--- src/rtl/flopr_pipe_if.sv ---
// Handshake bus for flopr_pipe: upstream valid/ready/data, downstream valid/ready/data,
// plus flush and occupancy.
interface flopr_pipe_if #(
  parameter int unsigned WIDTH = 32
);
  logic             flush;
  logic             in_valid;
  logic             in_ready;
  logic [WIDTH-1:0] in_data;
  logic             out_valid;
  logic             out_ready;
  logic [WIDTH-1:0] out_data;
  logic [1:0]       count;

  modport master (
    output flush, in_valid, in_data, out_ready,
    input  in_ready, out_valid, out_data, count
  );

  modport slave (
    input  flush, in_valid, in_data, out_ready,
    output in_ready, out_valid, out_data, count
  );
endinterface

--- src/rtl/flopr_pipe.sv ---
// Two-entry skid-buffered pipeline register with fully registered valid/ready,
// synchronous flush and asynchronous active-low reset.
module flopr_pipe #(
  parameter int unsigned      WIDTH     = 32,
  parameter logic [WIDTH-1:0] RESET_VAL = WIDTH'(32'h0000_0000)
) (
  input logic         clk,
  input logic         rst,
  flopr_pipe_if.slave bus
);

  // State encoding doubles as the occupancy count.
  localparam logic [1:0] EMPTY = 2'd0;
  localparam logic [1:0] BUSY  = 2'd1;
  localparam logic [1:0] FULL  = 2'd2;

  logic [1:0]       state;
  logic [1:0]       state_nx;
  logic [WIDTH-1:0] main_q;
  logic [WIDTH-1:0] main_nx;
  logic [WIDTH-1:0] skid_q;
  logic [WIDTH-1:0] skid_nx;
  logic             in_ready_q;
  logic             out_valid_q;
  logic             accept_c;
  logic             drain_c;

  assign accept_c = bus.in_valid & in_ready_q;
  assign drain_c  = out_valid_q & bus.out_ready;

  // Next-state and datapath selection; flush overrides everything.
  always_comb begin
    state_nx = state;
    main_nx  = main_q;
    skid_nx  = skid_q;
    if (bus.flush) begin
      state_nx = EMPTY;
      main_nx  = RESET_VAL;
      skid_nx  = RESET_VAL;
    end else begin
      case (state)
        EMPTY: begin
          if (accept_c) begin
            state_nx = BUSY;
            main_nx  = bus.in_data;
          end
        end
        BUSY: begin
          if (accept_c && drain_c) begin
            main_nx = bus.in_data;
          end else if (accept_c) begin
            state_nx = FULL;
            skid_nx  = bus.in_data;
          end else if (drain_c) begin
            state_nx = EMPTY;
          end
        end
        FULL: begin
          if (drain_c) begin
            state_nx = BUSY;
            main_nx  = skid_q;
          end
        end
        default: state_nx = EMPTY;
      endcase
    end
  end

  // in_ready is kept separately so it stays low until the first edge after reset.
  always_ff @(posedge clk or negedge rst) begin
    if (!rst) begin
      state       <= EMPTY;
      main_q      <= RESET_VAL;
      skid_q      <= RESET_VAL;
      in_ready_q  <= 1'b0;
      out_valid_q <= 1'b0;
    end else begin
      state       <= state_nx;
      main_q      <= main_nx;
      skid_q      <= skid_nx;
      in_ready_q  <= (state_nx != FULL);
      out_valid_q <= (state_nx != EMPTY);
    end
  end

  assign bus.in_ready  = in_ready_q;
  assign bus.out_valid = out_valid_q;
  assign bus.out_data  = main_q;
  assign bus.count     = state;

endmodule

--- src/flat_wrapper.sv ---
// flat-port wrapper written by rule: the top's interface ports become plain ports
module flopr_pipe_flat 
#(
  parameter int unsigned      WIDTH     = 32,
  parameter logic [WIDTH-1:0] RESET_VAL = WIDTH'(32'h0000_0000)
)
  (clk, rst, bus_flush, bus_in_valid, bus_in_data, bus_out_ready, bus_in_ready, bus_out_valid, bus_out_data, bus_count);
  flopr_pipe_if #(.WIDTH(WIDTH)) bus_i ();
  input logic clk;
  input logic rst;
  input wire logic [$bits(bus_i.flush)-1:0] bus_flush;
  input wire logic [$bits(bus_i.in_valid)-1:0] bus_in_valid;
  input wire logic [$bits(bus_i.in_data)-1:0] bus_in_data;
  input wire logic [$bits(bus_i.out_ready)-1:0] bus_out_ready;
  output wire logic [$bits(bus_i.in_ready)-1:0] bus_in_ready;
  output wire logic [$bits(bus_i.out_valid)-1:0] bus_out_valid;
  output wire logic [$bits(bus_i.out_data)-1:0] bus_out_data;
  output wire logic [$bits(bus_i.count)-1:0] bus_count;
  assign bus_i.flush = bus_flush;
  assign bus_i.in_valid = bus_in_valid;
  assign bus_i.in_data = bus_in_data;
  assign bus_i.out_ready = bus_out_ready;
  assign bus_in_ready = bus_i.in_ready;
  assign bus_out_valid = bus_i.out_valid;
  assign bus_out_data = bus_i.out_data;
  assign bus_count = bus_i.count;
  flopr_pipe #(.WIDTH(WIDTH), .RESET_VAL(RESET_VAL)) u_core (.clk(clk), .rst(rst), .bus(bus_i));
endmodule
--- config.mk ---
export PLATFORM = sky130hd
export DESIGN_NAME = flopr_pipe_flat
export DESIGN_NICKNAME = d
export VERILOG_FILES = /design/src/rtl/flopr_pipe_if.sv /design/src/rtl/flopr_pipe.sv /design/src/flat_wrapper.sv
export SDC_FILE = /design/constraint.sdc
export NUM_CORES = 1
export LEC_CHECK = 0
export CAP_MARGIN = 20
export CORE_MARGIN = 2
export CORE_UTILIZATION = 50
export CTS_BUF_LIST = sky130_fd_sc_hd__clkbuf_8
export DETAILED_ROUTE_END_ITERATION = 7
export PLACE_DENSITY = 0.9
export RECOVER_POWER = 50
export REMOVE_ABC_BUFFERS = 1
export SYNTH_ARGS = -nofsm -noshare
export SYNTH_HDL_FRONTEND = slang
export SYNTH_SLANG_ARGS = --single-unit
--- constraint.sdc ---
create_clock -name clk -period 1.9 [get_ports clk]
set_input_delay 0.285 -clock clk [delete_from_list [all_inputs] [get_ports clk]]
set_output_delay 0.285 -clock clk [all_outputs]
set_load 0.1 [all_outputs]
# Word level (Yosys, flattened, before mapping)
# Index checks and enable logic that the tools add are counted.
totals:
  register_bits: 68
  output_inout_bits: 36
  elab_cells: 37
op_classes:
  n_eq_ne: 7
  muxes: 15
  bitwise_logic: 2
  reduce_logical: 8
op_table:
  columns: ["operator", "count"]
  rows:
  - ["32-bit 2-to-1 mux", 7]
  - ["32-bit one-hot mux with 3 select lines", 1]
  - ["2-bit 2-to-1 mux", 6]
  - ["3-bit by 2-bit != test with 1-bit output (second input constant)", 3]
  - ["2-bit one-hot mux with 3 select lines", 1]
  - ["2-bit nonzero test", 3]
  - ["2-bit != test (second input constant)", 2]
  - ["4-bit AND reduction", 1]
  - ["4-bit nonzero test", 1]
  - ["3-bit AND reduction", 1]
  - ["1-bit bitwise AND", 2]
  - ["2-bit by 1-bit equality test with 1-bit output (second input constant)", 1]
  - ["2-bit equality test (second input constant)", 1]
  - ["2-bit logical NOT", 1]
  - ["1-bit logical AND", 1]

# Longest topological paths before layout
# Gate-level depths: netlist of run 1.
depth:
  word_depth: 7
  mapped_depth: 8
  mapped_depth_nobuf: 6

# Worst setup path before layout of run 1
# No wires, ideal clock.
synth_path:
  path_type: "register to register"
  start: "register u_core.state[0] (netlist: u_core.bus.count[0])"
  end: "register u_core.main_q[24] (netlist: u_core.bus.out_data[24])"
  arrival_time_ns: 2.374
  required_ns: 1.753
  setup_slack_ns: -0.621
  stages_incl_launch_ff: 9
  path_buffers: 2
  period_less_slack_ns: 2.521
  path_cell_list: "dfrtp_1 inv_1 ha_1 a21boi_2 a211oi_4 and2_1 buf_2 buf_6 a211oi_2"
synth_between:
  elab_chain_len: 3
  word_cells_on_any_way: 10
  classes_between: "eq/ne: 5; mux: 2; reduce/logical: 3"
synth_rtl:
  columns: ["item", "line", "rtl"]
  rows:
  - ["start, declared", "flopr_pipe.sv:17", "logic [1:0] state;"]
  - ["start signal, assigned", "flopr_pipe.sv:78", "state <= state_nx;"]
  - ["2-bit equality test (tied with other cells)", "flopr_pipe.sv:41", "case (state)"]
  - ["3-bit by 2-bit != test with 1-bit output (no line) (tied with other cells)", null, null]
  - ["4-bit AND reduction (no line) or 32-bit 2-to-1 mux (tied branches)", null, null]
  - ["end signal, assigned", "flopr_pipe.sv:79", "main_q <= main_nx;"]
  - ["end, declared", "flopr_pipe.sv:19", "logic [WIDTH-1:0] main_q;"]
# Parallel ways exist; a longest one is shown, timed or not.
# A chain may end at the register's enable or synchronous reset.

# Worst setup path in the final report of run 1
layout_path:
  start: "register u_core.state[1] (netlist: u_core.bus.count[1])"
  end: "register u_core.main_q[14] (netlist: u_core.bus.out_data[14])"
# The elaborated chain is that of the path after synthesis.

==> results of run 1 <==
[logic make-up (layout without fill, tap and decap cells)]
family                   count (synthesis)  in the layout  synth area share [%]
AO/OA/AOI/OAI                          105            105                 21.23
XOR/XNOR                                 1              1                0.2718
adder cells (fa/ha/maj)                  4              4                 1.553
buffers and inverters                   30            107                 4.736
flip-flops                              68             68                 52.79
multiplexers                            32             32                 9.938
AND/OR/NAND/NOR                         77             77                 9.472
[worst min-delay path, delay by kind of cell]
family,cells,cell delay [ns]
buffers and inverters,1,0.11
AND/OR/NAND/NOR,2,0.17
[layout by cell type (no fill, tap or decap), types with 3 or more instances in the layout]
cell type         n
dfrtp_1          68
nand2_1          67
a21oi_1          64
clkdlybuf4s50_1  34
mux2i_1          32
buf_4            32
a211oi_1         21
clkbuf_2         16
a211oi_2         11
clkbuf_8         11
nand3_1           3
ha_1              3
[cell type report]
| type | count | area [sq um] |
|---|---|---|
| Fill cell | 493 | 2113 |
| Sequential cell | 68 | 1702 |
| Multi-Input combinational cell | 219 | 1381 |
| Timing Repair Buffer | 89 | 742.0 |
| Clock buffer | 11 | 151.4 |
| Tap cell | 77 | 96.34 |
| Clock inverter | 5 | 83.83 |
| Inverter | 2 | 7.507 |
[sequential cells by signal (all words and copies together) (netlist names)]
name	cells
u_core.bus.count	2
u_core.bus.in_ready	1
u_core.bus.out_data	32
u_core.bus.out_valid	1
u_core.skid_q	32
[worst paths after layout]
path / startpoint / endpoint / slack [ns] / cells after the start
worst max-delay path: u_core.bus.count[1] / u_core.bus.out_data[14] / 0.09 / 7
worst min-delay path: bus_flush / u_core.bus.count[0] / 0.25 / 3
worst max register to register: u_core.bus.count[1] / u_core.bus.out_data[14] / 0.09 / 7
worst min register to register: u_core.skid_q[7] / u_core.skid_q[7] / 0.52 / 2
max in group asynchronous: rst / u_core.skid_q[19] / 0.26 / 3
min in group asynchronous: rst / u_core.skid_q[9] / 0.65 / 2
[power groups by stage]
| stage | registers (W) | clock network [W] | logic (W) |
|---|---|---|---|
| finish | 0.00184 | 0.00138 | 0.00291 |
| global route | 0.00187 | 0.00147 | 0.00304 |
| floorplan | 0.00325 | 0 | 0.000706 |
| CTS | 0.00184 | 0.00139 | 0.00295 |
| global placement | 0.00186 | 0 | 0.00289 |
| detailed placement | 0.00186 | 0 | 0.00294 |
[layer usage]
metal	global-route usage, %	part of all wire (%)	vias to the layer above
li1	-	-	1260
met1	32.08	42	1333
met2	37.88	51	80
met3	5.015	5.6	16
met4	10.70	1.8	0
met5	0	0	-
[metrics by stage]
| stage | setup slack (ns) | utilization [%] | std cells | setup TNS [ns] |
|---|---|---|---|---|
| 3_3_place_gp | 0.009109 | 63.07 | 454 | 0 |
| 3_5_place_dp | -0.03566 | 63.07 | 454 | -0.4922 |
| 2_1_floorplan | -2.147 | - | 289 | -89.52 |
| 6_report | 0.08529 | 66.33 | 471 | 0 |
| 5_1_grt | -0.03561 | 66.33 | 471 | -0.07693 |
| 4_1_cts | 0.004352 | 66.97 | 471 | 0 |
[timing repair]
action	CTS	global route
resized for setup	0	3
endpoints found under the setup margin	0	9
hold endpoints to repair	18	0
hold buffers	1	0
==> metrics, run 1 <==
Clk pin slew, worst setup/hold paths=0.07 ns; number of buffers and inverters on the critical path=2; cell area after layout=~4200 sq um; Pwr Density=1473 nW/um^2; Cells after Synth=317; RSZ-0062 raised after global routing=true; Antenna diodes=0; sequential area share after synthesis=52.80%; WL final=8.177 mm; Synth top area share=52.80%; Slew @ Worst Pin=between 1 and 1.5 ns; Max IR drop VDD=0.7934 mV; placer congestion estimate=0.7881; final setup fails=0; critical path type=reg -> reg; # rows=29; GRT Overall Usage=between 20% and 30%; most common cell in the netlist=dfrtp_1; Final Skew=around 0.011 ns; Critical Path RT=2.15 ns; Slew headroom=28.02%; Vias/cell=5.709; CP Launch Type=flop; post-synthesis cell area=3223 sq um; Slowest Stage Delay on Critical Path=between 0.3 and 0.4 ns; Synth top cells by count=dfrtp_1 (68), nand2_1 (67), a21oi_1 (64); CTS Buf Count=9; DRT iter0 DRCs=265; DR WL/cell=~17 microns; clock group share of total power=22.5%; P_leak=1.749 nW; Comb power frac=47.4%; FMAX=0.5511 GHz; Internal=0.003194 W; CTS tree=yes; yosys warns=0; synth top area cells=dfrtp_1 (53%), a21oi_1 (9.9%), mux2i_1 (9.9%); CP Max Fanout=19; main flop type after synthesis=dfrtp_1; Hold Vio Cnt, Final=0; DR pass1 iterations=4; Layout Nets=430; Hold Path Class=in -> reg; number of synthesized flops with an enable pin=0; MaxCap Viol Count=0; Final min period=1.815 ns; Congestion Overflow GR=0; Yosys cell types=25; fin. max-slew vios=0; initial antenna violation count=0; delay-heaviest family, CP=compound AO/OA/AOI/OAI gates; Synth-to-Final Area Change=29.19%; H-tree levels=3; first-pass GRT wire length=13.42 mm; Critical Path Sink Type=flop; Post-DRT Antenna Nets=0; CTS Buffer Depth=2; Tot Pwr=0.006133 W; vias in the first global route=2680; leading area contributor after synthesis=dfrtp_1; Area after DPL=3959 sq um; Sw Ratio=a little under half; crit path DAT=2.06 ns; Initial Util=51.35%; drt drc=0; die width=84.29 microns; Ports=73; CP Cell Sequence=inv_1 -> ha_1 -> a21boi_2 -> a211oi_4 -> buf_6 -> a21oi_1 -> a211oi_2; synthesized flop and latch total=68; Sink Count=68; status=completed; pin count of the biggest net entering global routing=65; DP HPWL=roughly 5.2 mm; IO buf count=72; Root Buffer=clkbuf_8; worst skew pair latency=about 0.35 ns; Vias=roughly 2700; share of flip-flops with an asynchronous set or reset=between 90% and 100%; synthesized area per cell=between 10 and 15 sq um; layout cell share with drive strength beyond 1=~22%; worst hold margin=0.2484 ns; die height=approximately 84 microns; sequential cell fraction of total power=30.1%; core area=6277 sq um; Net Switching=about 0.0029 W; CP max stage cell=dfrtp_1; postcts setup bufs=0; die area=7105 sq um; crit share post-route=95.51%
No activity file was read; power rests on OpenSTA's default activity.
==> run 2: changes to the inputs <==
--- a/config.mk
+++ b/config.mk
@@ -7,12 +7,13 @@
 export LEC_CHECK = 0
 export CAP_MARGIN = 20
 export CORE_MARGIN = 2
-export CORE_UTILIZATION = 50
+export CORE_UTILIZATION = 52
 export CTS_BUF_LIST = sky130_fd_sc_hd__clkbuf_8
 export DETAILED_ROUTE_END_ITERATION = 7
-export PLACE_DENSITY = 0.9
+export PLACE_DENSITY = 0.92
 export RECOVER_POWER = 50
 export REMOVE_ABC_BUFFERS = 1
+export SKIP_CTS_REPAIR_TIMING = 1
 export SYNTH_ARGS = -nofsm -noshare
 export SYNTH_HDL_FRONTEND = slang
 export SYNTH_SLANG_ARGS = --single-unit
==> metrics, run 2 (synthesis gave the netlist of run 1 again) <==
DP HPWL=5.338 mm (was 5.209 mm); R2R setup slack=0.08 ns (was 0.09 ns); worst setup path start=u_core.bus.count[0] (was u_core.bus.count[1]); # rows=28 (was 29); CP Max Fanout=7 (was 19); final setup fails=0 (unchanged); core area=5956 sq um (was 6277 sq um); worst hold margin=0.3176 ns (was 0.2484 ns); H-tree levels=3 (unchanged); DR pass1 iterations=4 (unchanged); CP Launch Type=flop (unchanged); Vias=2706 (was 2689); FMAX=0.5493 GHz (was 0.5511 GHz); CTS Buffer Depth=2 (unchanged); status=completed (unchanged); CTS tree=yes (unchanged); Ports=73 (unchanged); WL final=8.046 mm (was 8.177 mm); Hold Path Class=in -> reg (unchanged); Root Buffer=clkbuf_8 (unchanged); Critical Path RT=2.15 ns (about the same); CP Capture Point=u_core.bus.out_data[8] (was u_core.bus.out_data[14]); placer congestion estimate=0.7796 (was 0.7881); final setup TNS=0 ns (unchanged); DRT iter0 DRCs=260 (was 265); hold path depth=3 (unchanged); worst skew pair latency=0.35 ns (about the same); Initial Util=54.12% (was 51.35%); Final Skew=0.01361 ns (was 0.01111 ns); GRT Overall Usage=24.65% (was 23.98%); die area=6844 sq um (was 7105 sq um); CP Cell Sequence=inv_1 -> ha_1 -> a21boi_2 -> a211oi_4 -> buf_2 -> a21oi_1 -> a211oi_1 (was inv_1 -> ha_1 -> a21boi_2 -> a211oi_4 -> buf_6 -> a21oi_1 -> a211oi_2); first-pass GRT wire length=12.66 mm (was 13.42 mm); Synth-to-Final Area Change=28.14% (was 29.19%); Vias/cell=5.721 (was 5.709); worst reg2reg startpoint=u_core.bus.count[0] (was u_core.bus.count[1]); Critical R2R Capture=u_core.bus.out_data[8] (was u_core.bus.out_data[14]); drt drc=0 (unchanged); DR WL/cell=17.01 microns (was 17.36 microns); die width=82.73 microns (was 84.29 microns); Final min period=1.820 ns (was 1.815 ns); placed instance count=455 (was 454); die height=82.73 microns (was 84.29 microns); Sink Count=68 (unchanged); R2R depth=7 (unchanged); crit path DAT=2.07 ns (was 2.06 ns); IO buf count=72 (unchanged); MaxCap Viol Count=0 (unchanged); Clk pin slew, worst setup/hold paths=0.07 ns (about the same); Pwr Density=1419 nW/um^2 (was 1473 nW/um^2); initial antenna violation count=0 (unchanged); most common cell after layout, fill and taps aside=dfrtp_1 (unchanged); Congestion Overflow GR=0 (unchanged); Critical Path Sink Type=flop (unchanged); CP max stage cell=dfrtp_1 (unchanged); fin. max-slew vios=0 (unchanged); Post-DRT Antenna Nets=0 (unchanged); Max IR drop VDD=0.7368 mV (was 0.7934 mV); crit share post-route=95.81% (was 95.51%); P_leak=1.753 nW (was 1.749 nW); Layout Nets=434 (was 430); pin count of the biggest net entering global routing=69 (was 65); Non-Filler Instances=473 (was 471); Core Util, Final=69.35% (was 66.33%); vias in the first global route=2715 (was 2680); CTS Buf Count=9 (unchanged); commonest non-fill, non-tap cells in the layout=dfrtp_1 (68), nand2_1 (67), a21oi_1 (64) (unchanged); critical path type=reg -> reg (unchanged); Slew @ Worst Pin=0.9113 ns (was 1.080 ns); Antenna diodes=0 (unchanged); Slew headroom=39.25% (was 28.02%); Hold Vio Cnt, Final=0 (unchanged); layout cell share with drive strength beyond 1=22.86% (was 22.08%); Slowest Stage Delay on Critical Path=0.35 ns (was 0.36 ns)
==> run 2: how the worst min path moves through the flow <==
stage	start	endpoint	slack [ns]
after global routing	bus_flush	u_core.bus.count[0]	0.34
after detailed placement	rst	u_core.bus.count[1]	0.34
after global placement	rst	u_core.bus.out_valid	0.33
final	bus_flush	u_core.bus.count[0]	0.32
after floorplan	rst	u_core.bus.count[0]	-0.01
after CTS	rst	u_core.bus.count[1]	-0.04
==> run 2: power breakdown <==
group | total [W] | switching, W | internal (W) | leakage, nW
combinational | 0.00290 | 0.00221 | 0.000695 | 0.748
sequential | 0.00185 | 0.000166 | 0.00168 | 0.910
clock | 0.00111 | 0.000537 | 0.000573 | 0.0958
total | 0.00586 | 0.00291 | 0.00295 | 1.75
==> run 2: metal layers <==
metal,routed length (microns),vias up,GRT usage [%]
li1,-,1262,-
met1,3476,1338,31.88
met2,3967,93,40.00
met3,490,13,5.435
met4,112,0,10.66
met5,0,-,0
==> run 2: per-stage QoR <==
step                worst slack, ns  instance area [sq um]  total power (W)
floorplan                    -2.147                   3078         0.003957
global route              -0.004616                   4130         0.006099
detailed placement         -0.01761                   3966         0.004788
global placement            0.05134                   3966         0.004730
CTS                         0.05555                   4155         0.005898
finish                      0.07959                   4130         0.005862
==> run 2: final cells by class <==
| class | count | area (sq um) |
|---|---|---|
| multi-input combinational | 219 | 1383 |
| fill | 453 | 1826 |
| timing repair buffer | 93 | 755.7 |
| clock inverter | 4 | 23.77 |
| sequential | 68 | 1702 |
| clock buffer | 12 | 165.2 |
| tap | 75 | 93.84 |
| inverter | 2 | 7.507 |
==> run 2: critical path, delay by kind of cell (launching register included) <==
kind	cells	cell delay, ns
adder cells (fa/ha/maj)	1	0.24
buffers and inverters	2	0.34
AO/OA/AOI/OAI	4	0.80
flip-flops	1	0.35
==> run 3: changes to the inputs <==
--- a/config.mk
+++ b/config.mk
@@ -10,6 +10,7 @@
 export CORE_UTILIZATION = 52
 export CTS_BUF_LIST = sky130_fd_sc_hd__clkbuf_8
 export DETAILED_ROUTE_END_ITERATION = 7
+export MAX_ROUTING_LAYER = met4
 export PLACE_DENSITY = 0.92
 export RECOVER_POWER = 50
 export REMOVE_ABC_BUFFERS = 1
==> metrics, run 3 (synthesis gave the netlist of run 1 again) <==
status=completed (unchanged); Vias/cell=5.748 (was 5.721); DR WL/cell=17.07 microns (was 17.01 microns); vias in the first global route=2712 (was 2715); Non-Filler Instances=473 (unchanged); Internal=0.002952 W (about the same); Placement Setup Slack=-0.01761 ns (unchanged); DP HPWL=5.338 mm (unchanged); drt drc=0 (unchanged); DR pass1 iterations=4 (unchanged); DRT iter0 DRCs=236 (was 260); Core Util, Final=69.35% (unchanged); final setup fails=0 (unchanged); CTS Buffer Depth=2 (unchanged); commonest non-fill, non-tap cells in the layout=dfrtp_1 (68), nand2_1 (67), a21oi_1 (64) (unchanged); Metal-1 WL=3.489 mm (was 3.476 mm); most common cell after layout, fill and taps aside=dfrtp_1 (unchanged); CP Max Fanout=7 (unchanged); FMAX=0.5510 GHz (was 0.5493 GHz); first-pass GRT wire length=12.69 mm (was 12.66 mm); placed instance count=455 (unchanged); Critical Path Sink Type=flop (unchanged); Congestion Overflow GR=0 (unchanged); placer congestion estimate=0.7903 (was 0.7796); MaxCap Viol Count=0 (unchanged); Slew @ Worst Pin=0.9137 ns (was 0.9113 ns); core area=5956 sq um (unchanged); Final min period=1.815 ns (was 1.820 ns); pin count of the biggest net entering global routing=69 (unchanged); die width=82.73 microns (unchanged); final setup margin=0.08519 ns (was 0.07959 ns); critical path type=reg -> reg (unchanged); final setup TNS=0 ns (unchanged); GRT Overall Usage=25.36% (was 24.65%); die height=82.73 microns (unchanged); Max IR drop VDD=0.7360 mV (was 0.7368 mV); Slew headroom=39.09% (was 39.25%); Sw Ratio=49.61% (was 49.64%); worst skew pair latency=0.35 ns (about the same); die area=6844 sq um (unchanged); IO buf count=72 (unchanged); met2 WL=4.034 mm (was 3.967 mm); Net Switching=0.002906 W (was 0.002910 W); layout cell share with drive strength beyond 1=22.86% (unchanged); P_leak=1.753 nW (unchanged); WL final=8.075 mm (was 8.046 mm); Critical Path RT=2.15 ns (about the same); Antenna diodes=0 (unchanged); Hold Path Class=in -> reg (unchanged); CP Launch Type=flop (unchanged); fillers=453 (unchanged); Synth-to-Final Area Change=28.14% (unchanged); Root Buffer=clkbuf_8 (unchanged); Layout Nets=434 (unchanged); CTS tree=yes (unchanged); Ports=73 (unchanged); Sink Count=68 (unchanged); # rows=28 (unchanged); Pwr Density=1418 nW/um^2 (was 1419 nW/um^2); worst hold margin=0.3231 ns (was 0.3176 ns); Clk pin slew, worst setup/hold paths=0.07 ns (about the same); Vias=2719 (was 2706); crit share post-route=95.52% (was 95.81%); top sig layer=met4 (unchanged); fin. max-slew vios=0 (unchanged); H-tree levels=3 (unchanged); Final Skew=0.01383 ns (was 0.01361 ns); clock group share of total power=18.9% (about the same); crit path DAT=2.06 ns (was 2.07 ns); initial antenna violation count=0 (unchanged); Comb power frac=49.6% (was 49.5%); Post-DRT Antenna Nets=0 (unchanged); DR WL met3=448 microns (was 490 microns); Hold Vio Cnt, Final=0 (unchanged); CTS Buf Count=9 (unchanged); sequential cell fraction of total power=31.6% (about the same); Initial Util=54.12% (unchanged)
-- run 3: worst paths after layout --
check / from / to / slack [ns] / cells after the start
worst max-delay path: u_core.bus.count[0] / u_core.bus.out_data[8] / 0.09 / 7
worst min-delay path: bus_flush / u_core.bus.count[0] / 0.32 / 3
worst max register to register: u_core.bus.count[0] / u_core.bus.out_data[8] / 0.09 / 7
worst min register to register: u_core.skid_q[29] / u_core.skid_q[29] / 0.53 / 2
max in group asynchronous: rst / u_core.skid_q[31] / 0.59 / 3
min in group asynchronous: rst / u_core.bus.count[1] / 0.69 / 3
-- run 3: worst max-delay path, stage by stage, from the launching register on --
cell	delay (ns)
dfrtp_1	0.35
inv_1	0.07
ha_1	0.24
a21boi_2	0.19
a211oi_4	0.29
buf_2	0.27
a21oi_1	0.10
a211oi_1	0.23
-- run 3: layout make-up --
cell class              instances  area [sq um]  area share (%)
clock buffers                  12         165.2           3.999
clock inverters                 4         23.77          0.5756
inverters                       2         7.507          0.1818
multi-input cells             219          1383           33.47
flip-flops and latches         68          1702           41.20
well taps                      75         93.84           2.272
repair buffers                 93         755.7           18.30
-- run 3: per-layer routing --
layer | up-vias | GRT usage (%)
met3 | 13 | 5.978
met2 | 89 | 40.00
met1 | 1352 | 32.17
li1 | 1265 | -
met5 | - | -
met4 | 0 | 9.180
-- run 3: through the flow --
step | total power [W] | cell area (sq um)
2_1_floorplan | 0.003957 | 3078
3_3_place_gp | 0.004730 | 3966
3_5_place_dp | 0.004788 | 3966
4_1_cts | 0.005898 | 4155
5_1_grt | 0.006101 | 4130
6_report | 0.005858 | 4130
-- run 3: power by group through the flow --
stage          combinational, W  clock, W  sequential [W]
4_1_cts                 0.00293   0.00112         0.00185
5_1_grt                 0.00305   0.00119         0.00187
3_5_place_dp            0.00292         0         0.00187
3_3_place_gp            0.00287         0         0.00186
6_report                0.00290   0.00111         0.00185
2_1_floorplan          0.000706         0         0.00325
